==> src/rtl/mul_seq_pkg.sv <==
// Shared widths, flag positions, ALU op codes and FSM encoding
// for the sequential shift-and-add multiplier.
package mul_seq_pkg;

    localparam int FULLW   = 32;
    localparam int ALUAW   = 4;
    localparam int FLAGS_W = 4;
    localparam int CNTW    = 5;

    // NZCV ordering of the flags vector
    localparam int FLAG_N = 3;
    localparam int FLAG_Z = 2;
    localparam int FLAG_C = 1;
    localparam int FLAG_V = 0;

    localparam logic [ALUAW-1:0] ALU_IDLE = 4'd0;
    localparam logic [ALUAW-1:0] ALU_ADD  = 4'd4;

    typedef enum logic [1:0] {
        S_IDLE = 2'd0,
        S_ITER = 2'd1,
        S_DONE = 2'd2
    } state_e;

    // Z and N of a value; C and V are never produced here
    function automatic logic [FLAGS_W-1:0] nz_flags(
        input logic [FULLW-1:0] v
    );
        logic [FLAGS_W-1:0] f;
        f         = '0;
        f[FLAG_Z] = (v == '0);
        f[FLAG_N] = v[FULLW-1];
        return f;
    endfunction

endpackage

==> src/rtl/mul_seq.sv <==
// Sequential 32x32->32 multiplier using a shared external ALU.
// Ports: clk, reset (async high), start/opa/opb/set_flags request,
//   alu_code/alu_rn/alu_shifter -> ALU, alu_out <- ALU,
//   busy, done pulse, result, flags_out (Z,N), flags_nz_we.
module mul_seq
    import mul_seq_pkg::*;
(
    input  logic               clk,
    input  logic               reset,
    input  logic               start,
    input  logic [FULLW-1:0]   opa,
    input  logic [FULLW-1:0]   opb,
    input  logic               set_flags,
    output logic [ALUAW-1:0]   alu_code,
    output logic [FULLW-1:0]   alu_rn,
    output logic [FULLW-1:0]   alu_shifter,
    input  logic [FULLW-1:0]   alu_out,
    output logic               busy,
    output logic               done,
    output logic [FULLW-1:0]   result,
    output logic [FLAGS_W-1:0] flags_out,
    output logic               flags_nz_we
);

    state_e             state_q,  state_d;
    logic [FULLW-1:0]   acc_q,    acc_d;
    logic [FULLW-1:0]   mcand_q,  mcand_d;
    logic [FULLW-1:0]   mplier_q, mplier_d;
    logic [CNTW-1:0]    count_q,  count_d;
    logic               sflag_q,  sflag_d;
    logic [FULLW-1:0]   result_q, result_d;
    logic [FLAGS_W-1:0] flags_q,  flags_d;
    logic               accept;

    always_ff @(posedge clk or posedge reset) begin
        if (reset) begin
            state_q  <= S_IDLE;
            acc_q    <= '0;
            mcand_q  <= '0;
            mplier_q <= '0;
            count_q  <= '0;
            sflag_q  <= 1'b0;
            result_q <= '0;
            flags_q  <= '0;
        end else begin
            state_q  <= state_d;
            acc_q    <= acc_d;
            mcand_q  <= mcand_d;
            mplier_q <= mplier_d;
            count_q  <= count_d;
            sflag_q  <= sflag_d;
            result_q <= result_d;
            flags_q  <= flags_d;
        end
    end

    always_comb begin
        state_d     = state_q;
        acc_d       = acc_q;
        mcand_d     = mcand_q;
        mplier_d    = mplier_q;
        count_d     = count_q;
        sflag_d     = sflag_q;
        result_d    = result_q;
        flags_d     = flags_q;
        alu_code    = ALU_IDLE;
        alu_rn      = '0;
        alu_shifter = '0;
        accept      = start && (state_q != S_ITER);

        unique case (state_q)
            S_ITER: begin
                // ALU always adds; a zero shifter operand means "skip"
                alu_code = ALU_ADD;
                alu_rn   = acc_q;
                if (mplier_q[0]) begin
                    alu_shifter = mcand_q;
                    acc_d       = alu_out;
                end
                mcand_d  = mcand_q << 1;
                mplier_d = mplier_q >> 1;
                count_d  = count_q + 5'd1;
                if (mplier_d == '0 || count_q == 5'd31) begin
                    state_d  = S_DONE;
                    result_d = acc_d;
                    flags_d  = nz_flags(acc_d);
                end
            end
            S_IDLE, S_DONE: begin
                if (accept) begin
                    acc_d    = '0;
                    mcand_d  = opa;
                    mplier_d = opb;
                    count_d  = '0;
                    sflag_d  = set_flags;
                    if (opb == '0) begin
                        // nothing to iterate: finish on the next cycle
                        state_d  = S_DONE;
                        result_d = '0;
                        flags_d  = nz_flags('0);
                    end else begin
                        state_d = S_ITER;
                    end
                end else if (state_q == S_DONE) begin
                    state_d = S_IDLE;
                end
            end
            default: begin
                state_d = S_IDLE;
            end
        endcase
    end

    assign busy        = (state_q == S_ITER);
    assign done        = (state_q == S_DONE);
    assign flags_nz_we = done && sflag_q;
    assign result      = result_q;
    assign flags_out   = flags_q;

endmodule

==> config.mk <==
export PLATFORM = sky130hd
export DESIGN_NAME = mul_seq
export DESIGN_NICKNAME = d
export VERILOG_FILES = /design/src/rtl/mul_seq_pkg.sv /design/src/rtl/mul_seq.sv
export SDC_FILE = /design/constraint.sdc
export NUM_CORES = 1
export LEC_CHECK = 0
export ABC_AREA = 1
export BUFFER_PORTS_ARGS = -buffer_cell sky130_fd_sc_hd__buf_4
export CAP_MARGIN = 25
export CORE_MARGIN = 1.5
export CORE_UTILIZATION = 25
export CTS_CLUSTER_SIZE = 8
export DETAILED_ROUTE_END_ITERATION = 10
export MAX_ROUTING_LAYER = met4
export PLACE_DENSITY = 0.51
export REMOVE_ABC_BUFFERS = 1
export SLEW_MARGIN = 5
export SYNTH_ARGS = -nofsm -noshare
export SYNTH_HDL_FRONTEND = slang
export SYNTH_SLANG_ARGS = --single-unit
export TNS_END_PERCENT = 100
==> constraint.sdc <==
create_clock -name clk -period 4.5 [get_ports clk]
set_clock_uncertainty 0.05 [all_clocks]
set_input_delay 0.225 -clock clk [delete_from_list [all_inputs] [get_ports clk]]
set_output_delay 0.225 -clock clk [all_outputs]
set_load 0.01 [all_outputs]
==> impl_metrics.ini <==
[grt]
grt_pass1_vias = 6862
grtUsageMet1 = 0.206
antenna_found_initial = 1
gr-max-usage-layer = met2
grt_pass1_wl_mm = 36.4
met3_usage = 0.0288
gr-total-overflow = 0
gr-usage-met2 = 0.254
grt_usage = 0.158
grt_max_degree = 106

[flow_run]
maxCapViolations = 0

[critical_path]
worst_setup_path_start_kind = flip-flop
end_kind = primary output
arrival_ns = 2.88
critPathMaxFanout = 26
critPathKind = flip-flop to primary output
cp.required_ns = 4.22

[clock_network]
cts_made_buffers = 17
clkSinkCount = 137
root_buffer = clkbuf_16
tritoncts = built
post_cts_buffers = 0
clkSlewWorstSetupHoldPaths_ns = 0.06
cts_resized = 0
h-tree-depth = 4
ctsHoldBuffers = 24
clk_path_buf_depth = 2
clock_latency_ns = 0.43

[sta]
worst_slew_pin_slew_ns = 1.05
fmax_mhz = 317
layout_min_cycle_time_ns = 3.15
max_slew_margin = 0.296
fin_crit_sh = 0.700
hold_viol_final = 0
fin_ws_ns = 1.35
rsz0062_at_grt = false
drv_slew = 0
setup_violations = 0

[die]
dieWidth_um = 173
rows = 62
core_area_sq_mm = 0.0286
io-pin-count = 207
initial_core_util = 0.253
die_area_sq_mm = 0.0300
die_height_um = 173

[power_and_ir_drop]
cellPowerDensity_mw_per_mm2 = 764
ir_worst_vdd_uv = 299
p_total_mw = 7.51
p_int_mw = 4.07
comb_power_share = 0.533
p_seq_frac = 0.279
p_sw_frac = 0.458
p_clk_frac = 0.188
p_switching_mw = 3.44
cellLeakagePower_nw = 5.07

[cells_and_area]
utilization = 0.343
drive_gt1_frac = 0.214
fin_nets = 1282
finalNonFillerCells = 1578
finish.instance_area_sq_mm = 0.00983
fill_cells = 3101
area_growth_pct = 35.8

[logic_synthesis]
ys_types = 27
yosysWarningCount = 0
synthesis.area_sq_mm = 0.00724
syn_area_per_cell_sq_um = 7.29
ys_ff_latch = 137
netlist_instances = 993
seq_area_frac_synth = 0.474

[worst_hold_path]
hp-class = primary input to flip-flop

[drt]
vias = 6941
avgViaCountPerCell = 4.40
drc = 0
postRouteAntennaNets = 0
drt_pass1_iterations = 5
first_iter_violations = 346
finalWirelength_mm = 22.5
post_drt_wl_per_cell_um = 14.2

[outcome]
status = completed

[placement]
dp.cells = 1518
hpwl_mm = 14.9
io_buffers = 201
place_area_sq_mm = 0.00895
gp_congestion = 0.780
dp_slack_ns = 1.42
cells by family after synthesis:
group	Yosys count	share of synthesized area
simple gates	528	0.297
buf+inv	185	0.109
compound gates	139	0.114
flops	137	0.474
fa+ha+maj	2	0.00346
mux	1	0.00156
other cells	1	0.000518
Yosys cell counts, drive strengths merged:
master / instances / area, sq um
nand2: 286 / 1080
nor2: 151 / 567
dfrtp: 137 / 3430
inv: 112 / 420
o21ai: 82 / 433
nand3: 58 / 295
buf: 47 / 270
nand4: 32 / 200
o211ai: 32 / 240
clkbuf: 26 / 97.6
o22ai: 20 / 125
a21oi: 3 / 15.0
ha: 2 / 25.0
a31oi: 1 / 6.26
and3: 1 / 6.26
conb: 1 / 3.75
mux2: 1 / 11.3
o21a: 1 / 7.51
path summary, 6_finish.rpt:
kind / startpoint / to / slack, ns / cells after the start
worst max-delay path: state_q[1]$_DFFE_PP0P_ / alu_shifter[31] / 1.35 / 6
worst min-delay path: opa[26] / mcand_q[26]$_DFFE_PP0P_ / 0.008 / 3
worst max register to register: mplier_q[17]$_DFFE_PP0P_ / result[17]$_DFFE_PP0P_ / 1.46 / 8
worst min register to register: count_q[3]$_DFFE_PP0P_ / count_q[3]$_DFFE_PP0P_ / 0.41 / 1
max in group asynchronous: reset / acc_q[3]$_DFFE_PP0P_ / 3.20 / 4
min in group asynchronous: reset / acc_q[12]$_DFFE_PP0P_ / 0.34 / 3
critical path, stage by stage (launching register included):
cell     delay, ns
dfrtp_1       0.39
inv_1         0.40
nand2_4       0.35
inv_2         0.46
nand2_1       0.43
nor2_1        0.26
buf_4         0.15
cell type report:
type / instances / area (sq um) / share of cell area
Sequential cell: 137 / 3430 / 0.349
Multi-Input combinational cell: 675 / 3040 / 0.310
Timing Repair Buffer: 237 / 1860 / 0.190
Tap cell: 384 / 480 / 0.0489
Clock buffer: 18 / 439 / 0.0447
Inverter: 112 / 425 / 0.0433
Clock inverter: 14 / 144 / 0.0146
Antenna cell: 1 / 2.50 / 0.000255
layer usage:
metal | vias to the layer above | share of wire
li1 | 3522 | -
met1 | 3209 | 0.48
met2 | 197 | 0.47
met3 | 13 | 0.045
met4 | 0 | 0.0078
met5 | - | 0
flip-flops by register name, summed over array words and instances, names as in the netlist:
signal,flops
state_q,2
sflag_q,1
flags_out,2
count_q,5
acc_q,32
mplier_q,32
result,31
mcand_q,32
stage by stage:
stage / hold WS [ns] / TNS, ns
after floorplan: 0.322 / -15.59
final: 0.00825 / 0
after global placement: 0.404 / 0
after global routing: 0.00619 / 0
after CTS: 0.00140 / 0
after detailed placement: 0.410 / 0
placed cells by master, fill, tap and decap left out:
master	instances
nand2_1	283
buf_4	210
nor2_1	151
dfrtp_1	136
inv_1	108
o21ai_0	70
nand3_1	57
nand4_1	32
o211ai_1	32
dlygate4sd3_1	26
o22ai_1	20
clkbuf_16	17
o21ai_1	10
inv_6	5
conb_1	5
clkinv_2	5
inv_2	3
a21oi_1	3
nand2_4	2
o21ai_4	2
ha_1	2
bufinv_16	2
clkinvlp_4	2
diode_2	1
nand2_2	1
nand3_2	1
o21a_1	1
a31oi_1	1
and3_1	1
mux2_2	1
clkbuf_8	1
clkinv_4	1
buf_16	1
dfrtp_2	1
power by group through the flow:
stage | combinational (mW) | sequential [mW] | clock (mW)
floorplan | 2.39 | 2.19 | 0
global placement | 4.02 | 2.11 | 0
detailed placement | 4.05 | 2.11 | 0
CTS | 4.08 | 2.10 | 1.45
global route | 4.56 | 2.16 | 1.50
finish | 4.00 | 2.09 | 1.41
No activity file was read; power rests on OpenSTA's default activity.
